`config.mk`:
```
export PLATFORM = sky130hd
export DESIGN_NAME = stat_sequencer
export DESIGN_NICKNAME = d
export VERILOG_FILES = /design/src/rtl/stat_pkg.sv /design/src/rtl/stat_bin_reader.sv /design/src/rtl/stat_sequencer.sv
export SDC_FILE = /design/constraint.sdc
export NUM_CORES = 1
export LEC_CHECK = 0
export ABC_AREA = 1
export CAP_MARGIN = 10
export CORE_MARGIN = 1.5
export CORE_UTILIZATION = 55
export CTS_CLUSTER_SIZE = 20
export DETAILED_ROUTE_END_ITERATION = 10
export PLACE_DENSITY = 0.81
export SYNTH_ARGS = -nofsm -noshare
export SYNTH_HDL_FRONTEND = slang
export SYNTH_HIERARCHICAL = 1
export SYNTH_SLANG_ARGS = --single-unit
```
`constraint.sdc`:
```
create_clock -name clock -period 3.8 [get_ports clock]
set_input_delay 0.57 -clock clock [delete_from_list [all_inputs] [get_ports clock]]
set_output_delay 0.57 -clock clock [all_outputs]
set_load 0.02 [all_outputs]
```
`src/rtl/stat_pkg.sv`:
```
// Shared state encoding and default timing constants for the statistics sequencer.
package stat_pkg;

  typedef enum logic [2:0] {
    S_IDLE    = 3'd0,
    S_START   = 3'd1,
    S_COLLECT = 3'd2,
    S_FLUSH   = 3'd3,
    S_ISSUE   = 3'd4,
    S_WAIT    = 3'd5,
    S_PRESENT = 3'd6,
    S_DONE    = 3'd7
  } stat_state_e;

  localparam int unsigned STAT_FLUSH_CYC_DEF = 6;
  localparam int unsigned STAT_RD_LAT_DEF    = 2;
  localparam int          TMR_W              = 16;

  // Down-counter load value for a wait of cyc cycles ending on terminal count 0.
  function automatic logic [TMR_W-1:0] tmr_load(input int unsigned cyc);
    return (cyc > 0) ? TMR_W'(cyc - 1) : '0;
  endfunction

endpackage

```
`src/rtl/stat_bin_reader.sv`:
```
// Histogram readout: walks every bin, waits the read latency, presents each count.
// Build macro STAT_SKIP_ZERO_EN drops bins whose captured count is zero.
module stat_bin_reader
  import stat_pkg::*;
#(
  parameter int DSIZE  = 8,
  parameter int RD_LAT = STAT_RD_LAT_DEF
) (
  input  logic             clock,
  input  logic             rst_n,
  input  logic             start,
  input  logic             abort,
  input  logic [31:0]      stat_summary,
  input  logic             out_rdy,
  output logic [DSIZE-1:0] stat_index,
  output logic             stat_get_summary,
  output logic [DSIZE-1:0] out_bin,
  output logic [31:0]      out_cnt,
  output logic             out_vld,
  output logic             last_done
);

  localparam logic [DSIZE-1:0] BIN_MAX = '1;

  stat_state_e      state;
  logic [DSIZE-1:0] bin;
  logic [TMR_W-1:0] lat_tmr;
  logic             lat_tc;
  logic             last_bin;
  logic             skip;
  logic             hs;

  assign lat_tc   = (lat_tmr == '0);
  assign last_bin = (bin == BIN_MAX);
  assign hs       = (state == S_PRESENT) && out_rdy;

`ifdef STAT_SKIP_ZERO_EN
  assign skip = (stat_summary == 32'd0);
`else
  assign skip = 1'b0;
`endif

  assign stat_index       = bin;
  assign stat_get_summary = (state == S_ISSUE) || (state == S_WAIT);
  assign out_vld          = (state == S_PRESENT);
  assign last_done        = !abort && last_bin &&
                            (hs || ((state == S_WAIT) && lat_tc && skip));

  always_ff @(posedge clock or negedge rst_n) begin
    if (!rst_n) begin
      state   <= S_IDLE;
      bin     <= '0;
      lat_tmr <= '0;
      out_bin <= '0;
      out_cnt <= '0;
    end else if (abort) begin
      state <= S_IDLE;
    end else begin
      case (state)
        S_IDLE: begin
          if (start) begin
            bin   <= '0;
            state <= S_ISSUE;
          end
        end
        S_ISSUE: begin
          lat_tmr <= tmr_load(RD_LAT);
          state   <= S_WAIT;
        end
        S_WAIT: begin
          if (!lat_tc) begin
            lat_tmr <= lat_tmr - TMR_W'(1);
          end else if (!skip) begin
            out_cnt <= stat_summary;
            out_bin <= bin;
            state   <= S_PRESENT;
          end else if (last_bin) begin
            state <= S_IDLE;
          end else begin
            bin   <= bin + DSIZE'(1);
            state <= S_ISSUE;
          end
        end
        S_PRESENT: begin
          if (out_rdy) begin
            if (last_bin) begin
              state <= S_IDLE;
            end else begin
              bin   <= bin + DSIZE'(1);
              state <= S_ISSUE;
            end
          end
        end
        default: state <= S_IDLE;
      endcase
    end
  end

endmodule

```
`src/rtl/stat_sequencer.sv`:
```
// Statistics run sequencer: clear, collect cfg_len samples, flush, then read out every bin.
// Build macro STAT_SKIP_ZERO_EN suppresses zero-count bins in the readout.
//
// state     | meaning
// S_IDLE    | waiting for go
// S_START   | one-cycle histogram clear, sample counter reset
// S_COLLECT | forwarding samples until cfg_len accepted
// S_FLUSH   | FLUSH_CYC cycle drain before readout
// S_ISSUE   | readout in progress, ISSUE/WAIT/PRESENT owned by stat_bin_reader
// S_DONE    | one-cycle done pulse
module stat_sequencer
  import stat_pkg::*;
#(
  parameter int DSIZE     = 8,
  parameter int RD_LAT    = STAT_RD_LAT_DEF,
  parameter int FLUSH_CYC = STAT_FLUSH_CYC_DEF
) (
  input  logic             clock,
  input  logic             rst_n,
  input  logic             go,
  input  logic             abort,
  input  logic [31:0]      cfg_len,
  input  logic [DSIZE-1:0] in_data,
  input  logic             in_vld,
  output logic             in_rdy,
  output logic             stat_start,
  output logic             stat_finish,
  output logic [DSIZE-1:0] stat_data,
  output logic             stat_vld,
  output logic [DSIZE-1:0] stat_index,
  output logic             stat_get_summary,
  input  logic [31:0]      stat_summary,
  output logic [DSIZE-1:0] out_bin,
  output logic [31:0]      out_cnt,
  output logic             out_vld,
  input  logic             out_rdy,
  output logic             busy,
  output logic             done
);

  stat_state_e      state;
  logic [31:0]      len_q;
  logic [31:0]      smp_cnt;
  logic [31:0]      smp_nxt;
  logic [TMR_W-1:0] fl_tmr;
  logic             fl_tc;
  logic             rd_start;
  logic             rd_abort;
  logic             rd_last;

  assign busy       = (state != S_IDLE);
  assign stat_start = (state == S_START);
  assign in_rdy     = (state == S_COLLECT);
  assign done       = (state == S_DONE);
  assign smp_nxt    = smp_cnt + 32'd1;
  assign fl_tc      = (fl_tmr == '0);
  assign rd_abort   = abort && busy;
  assign rd_start   = (state == S_FLUSH) && fl_tc && !abort;

  always_ff @(posedge clock or negedge rst_n) begin
    if (!rst_n) begin
      state       <= S_IDLE;
      len_q       <= '0;
      smp_cnt     <= '0;
      fl_tmr      <= '0;
      stat_data   <= '0;
      stat_vld    <= 1'b0;
      stat_finish <= 1'b0;
    end else begin
      stat_vld    <= 1'b0;
      stat_finish <= 1'b0;
      if (rd_abort) begin
        state <= S_IDLE;
      end else begin
        case (state)
          S_IDLE: begin
            if (go) begin
              len_q <= cfg_len;
              state <= S_START;
            end
          end
          S_START: begin
            smp_cnt <= '0;
            if (len_q == 32'd0) begin
              stat_finish <= 1'b1;
              fl_tmr      <= tmr_load(FLUSH_CYC);
              state       <= S_FLUSH;
            end else begin
              state <= S_COLLECT;
            end
          end
          S_COLLECT: begin
            if (in_vld) begin
              stat_data <= in_data;
              stat_vld  <= 1'b1;
              smp_cnt   <= smp_nxt;
              // finish lands on the same edge as the last forwarded sample
              if (smp_nxt == len_q) begin
                stat_finish <= 1'b1;
                fl_tmr      <= tmr_load(FLUSH_CYC);
                state       <= S_FLUSH;
              end
            end
          end
          S_FLUSH: begin
            if (fl_tc) state  <= S_ISSUE;
            else       fl_tmr <= fl_tmr - TMR_W'(1);
          end
          S_ISSUE: begin
            if (rd_last) state <= S_DONE;
          end
          S_DONE:  state <= S_IDLE;
          default: state <= S_IDLE;
        endcase
      end
    end
  end

  stat_bin_reader #(
    .DSIZE  (DSIZE),
    .RD_LAT (RD_LAT)
  ) u_reader (
    .clock            (clock),
    .rst_n            (rst_n),
    .start            (rd_start),
    .abort            (rd_abort),
    .stat_summary     (stat_summary),
    .out_rdy          (out_rdy),
    .stat_index       (stat_index),
    .stat_get_summary (stat_get_summary),
    .out_bin          (out_bin),
    .out_cnt          (out_cnt),
    .out_vld          (out_vld),
    .last_done        (rd_last)
  );

endmodule

```
==> impl_metrics.env <==
export IMPL_h_tree_levels=4
export IMPL_drt_iter0_drc=659
export IMPL_route_detailed_wl_per_inst_um=14.9
export IMPL_die_width_um=135
export IMPL_fp_coreArea_mm2=0.0172
export IMPL_antenna_violations_before_repair=0
export IMPL_power_static_leakage_nw=5.64
export IMPL_syn_avg_cell_area_um2=7.44
export IMPL_drv_cap=0
export IMPL_grt_pass1_vias=8795
export IMPL_finalWeightedCongestion=0.914
export IMPL_max_clock_freq_mhz=298
export IMPL_mappedNetlistNets=1369
export IMPL_synth_warning_count=6
export IMPL_final_min_period_over_clock_period_pct=88.4
export IMPL_finish_utilization_pct=68.5
export IMPL_clock_sink_count=160
export IMPL_critical_path_sink_type="flop"
export IMPL_clk_pin_slew_worst_paths_ns=0.07
export IMPL_crit_arrival_ns=3.70
export IMPL_floorplan_die_area_mm2=0.0182
export IMPL_clk_latency_ns=0.44
export IMPL_multi_input_combinational_cell_area_mm2=0.00475
export IMPL_i_o_pins=142
export IMPL_drt_pass1_iterations=6
export IMPL_timing_critical_path_mode_cell="sky130_fd_sc_hd__nor2_1"
export IMPL_setup_violations=0
export IMPL_route_detailed_drc=0
export IMPL_crit_chain="nor2_1 > inv_1 > nor2_1 > nor2_1 > buf_4 > inv_1 > o21ai_1 > nor2_2 > inv_2 > o22ai_1"
export IMPL_timing_final_crit_period_ns=3.36
export IMPL_layout_drive_gt1_share_pct=12.9
export IMPL_grt_setup_unrepaired="no"
export IMPL_die_height_um=135
export IMPL_clock_tree_buffer_depth=2
export IMPL_layout_common_cells="sky130_fd_sc_hd__nand2_1 (341), sky130_fd_sc_hd__dfrtp_1 (160), sky130_fd_sc_hd__inv_1 (151)"
export IMPL_via_per_instance_ratio=5.36
export IMPL_finalHoldViolCount=0
export IMPL_grt_ovfl_total=0
export IMPL_synth_largest_type_area_fraction_pct=41.8
export IMPL_layout_area_overhead_vs_synth_pct=22.9
export IMPL_floorplan_initialDensity_pct=55.7
export IMPL_synth_cell_types=44
export IMPL_crit_path_max_fanout=27
export IMPL_grt_first_pass_wirelength_mm=41.0
export IMPL_post_route_setup_tns_ns=0
export IMPL_power_density_mw_per_mm2=660
export IMPL_final_common_cell="sky130_fd_sc_hd__nand2_1"
export IMPL_critPathSlowestCell="sky130_fd_sc_hd__nor2_2"
export IMPL_maxSlewViolCount=0
export IMPL_cts_resized=0
export IMPL_worst_endpoint_required_ns=4.14
export IMPL_synthTopCellsByArea="sky130_fd_sc_hd__dfrtp_1 (42%), sky130_fd_sc_hd__nand2_1 (13%), sky130_fd_sc_hd__nand3_1 (6.0%)"
export IMPL_synth_seq_area_share_pct=41.8
export IMPL_grtUsageTotal_pct=28.1
export IMPL_seqCellArea_mm2=0.00400
export IMPL_placedInstanceArea_mm2=0.0112
export IMPL_routed_via_count=8918
export IMPL_vdd_ir_drop_worst_v=0.000394
export IMPL_post_synthesis_instance_total=1287
export IMPL_ys_ff_latch=160
export IMPL_fin_worst_skew_ns=0.0127
export IMPL_rows=48
export IMPL_synthDominantAreaCellType="sky130_fd_sc_hd__dfrtp_1"
export IMPL_criticalPathCategory="flop to flop"
export IMPL_netlist_area_mm2=0.00957
export IMPL_timing_slew_headroom_pct=17.7
export IMPL_grt_max_degree=82
export IMPL_critical_path_max_stage_delay_ns=0.95
export IMPL_dp_hpwl_mm=17.6
export IMPL_tightestPinTransition_ns=1.23
export IMPL_outcome="finished clean"
export IMPL_finalInstanceArea_mm2=0.0118
export IMPL_ant_nets=0
export IMPL_class_of_the_tightest_hold_or_removal_check="input port to async pin"
export IMPL_tritoncts_clock_tree="built"
export IMPL_diodes=0
export IMPL_cts_hold_buf=0
export IMPL_numCtsBuffers=17
export IMPL_cts_root_buffer="sky130_fd_sc_hd__clkbuf_16"
export IMPL_placement_io_buffers=141
export IMPL_critPathLaunchType="flop"
export IMPL_total_power_w=0.00777
export IMPL_routed_wirelength_mm=24.7
export IMPL_post_cts_setup_bufs=0
export IMPL_num_nets_final=1507
export IMPL_final_fill_count=1458
cell type report:
type,count,area share (%)
clock buffer,17,3.61
clock inverter,15,1.64
inverter,161,5.14
multi-input combinational,933,40.4
sequential,160,34.0
tap,225,2.39
timing repair buffer,152,12.8
Yosys cell counts:
master                     count
sky130_fd_sc_hd__nand2_1     342
sky130_fd_sc_hd__dfrtp_1     160
sky130_fd_sc_hd__inv_1       151
sky130_fd_sc_hd__nor2_1      151
sky130_fd_sc_hd__nand3_1     115
sky130_fd_sc_hd__nand2_2      45
sky130_fd_sc_hd__o21ai_2      42
sky130_fd_sc_hd__a21oi_1      38
sky130_fd_sc_hd__nand4_1      34
sky130_fd_sc_hd__o21ai_0      32
sky130_fd_sc_hd__o22ai_1      19
sky130_fd_sc_hd__o21ai_1      17
sky130_fd_sc_hd__clkbuf_1     16
sky130_fd_sc_hd__nor3_1       13
sky130_fd_sc_hd__buf_6        11
sky130_fd_sc_hd__inv_2         9
sky130_fd_sc_hd__nor2_2        9
sky130_fd_sc_hd__mux2_2        8
sky130_fd_sc_hd__xor2_1        7
sky130_fd_sc_hd__nor2_4        6
sky130_fd_sc_hd__o21bai_1      6
sky130_fd_sc_hd__buf_2         5
sky130_fd_sc_hd__nand2_4       5
sky130_fd_sc_hd__nor2_8        5
sky130_fd_sc_hd__nor4_1        5
sky130_fd_sc_hd__or2_2         5
sky130_fd_sc_hd__ha_1          4
sky130_fd_sc_hd__nor3b_1       4
sky130_fd_sc_hd__nand3_2       3
sky130_fd_sc_hd__nand3b_1      3
sky130_fd_sc_hd__xnor2_1       3
sky130_fd_sc_hd__and2_1        2
sky130_fd_sc_hd__a22o_1        1
sky130_fd_sc_hd__a31oi_1       1
sky130_fd_sc_hd__a32o_1        1
sky130_fd_sc_hd__a41oi_1       1
sky130_fd_sc_hd__and3_1        1
sky130_fd_sc_hd__buf_4         1
sky130_fd_sc_hd__clkinv_1      1
sky130_fd_sc_hd__nand3_4       1
sky130_fd_sc_hd__nand4_4       1
sky130_fd_sc_hd__nor4_4        1
sky130_fd_sc_hd__o31ai_1       1
sky130_fd_sc_hd__xnor3_1       1
per-layer routing:
layer	up-vias	global-route usage, %	wire length, µm
met4	0	9.26	468
met2	305	47.7	12000
li1	4427	-	-
met5	-	0	0
met3	39	6.16	1730
met1	4147	35.8	10500
path summary, 6_finish.rpt:
kind                            slack (ns)    startpoint                   to  depth (start not counted)
worst max-delay path                  0.44      state[1]          smp_cnt[17]                         10
worst min-delay path                  0.17         rst_n            len_q[15]                          1
worst max register to register        0.44      state[1]          smp_cnt[17]                         10
worst min register to register        0.48  stat_data[7]         stat_data[7]                          2
max in group asynchronous             2.64         rst_n  u_reader/out_bin[3]                          2
min in group clock                    0.48  stat_data[7]         stat_data[7]                          2
logic make-up after synthesis:
| group | count (synthesis) | share of synthesized area, % |
|---|---|---|
| AOI/OAI and AO/OA | 159 | 10.5 |
| buffers and inverters | 194 | 8.57 |
| muxes | 8 | 0.941 |
| DFF | 160 | 41.8 |
| and+or+nand+nor | 751 | 36.5 |
| xor gates and xnor gates | 11 | 1.15 |
| adders and majority gates | 4 | 0.523 |
state kept, by name, summed over array words and instances (netlist names):
signal	flops
u_reader/lat_tmr	16
state	3
stat_vld	1
smp_cnt	32
u_reader/stat_index	8
u_reader/state	3
u_reader/out_bin	8
stat_data	8
stat_finish	1
fl_tmr	16
u_reader/out_cnt	32
len_q	32
stage by stage:
step / instances / hold WS, ns / worst slack (ns)
2_1_floorplan: 1287 / 0.274 / 1.09
3_3_place_gp: 1631 / 0.460 / 0.435
3_5_place_dp: 1631 / 0.467 / 0.298
4_1_cts: 1663 / 0.216 / 0.524
5_1_grt: 1663 / 0.243 / 0.198
6_report: 1663 / 0.171 / 0.440
worst max-delay path, delay by kind of cell (launching register included):
family | cells | cell delay [ns]
compound gates | 2 | 0.43
simple gates | 4 | 1.45
flops | 1 | 0.42
buf+inv | 4 | 0.96
report_power, final:
group | switching (W) | internal, W
logic | 0.00210 | 0.00129
clock network | 0.000773 | 0.00106
registers | 0.000397 | 0.00216
Power figures use the tool's default switching activity.
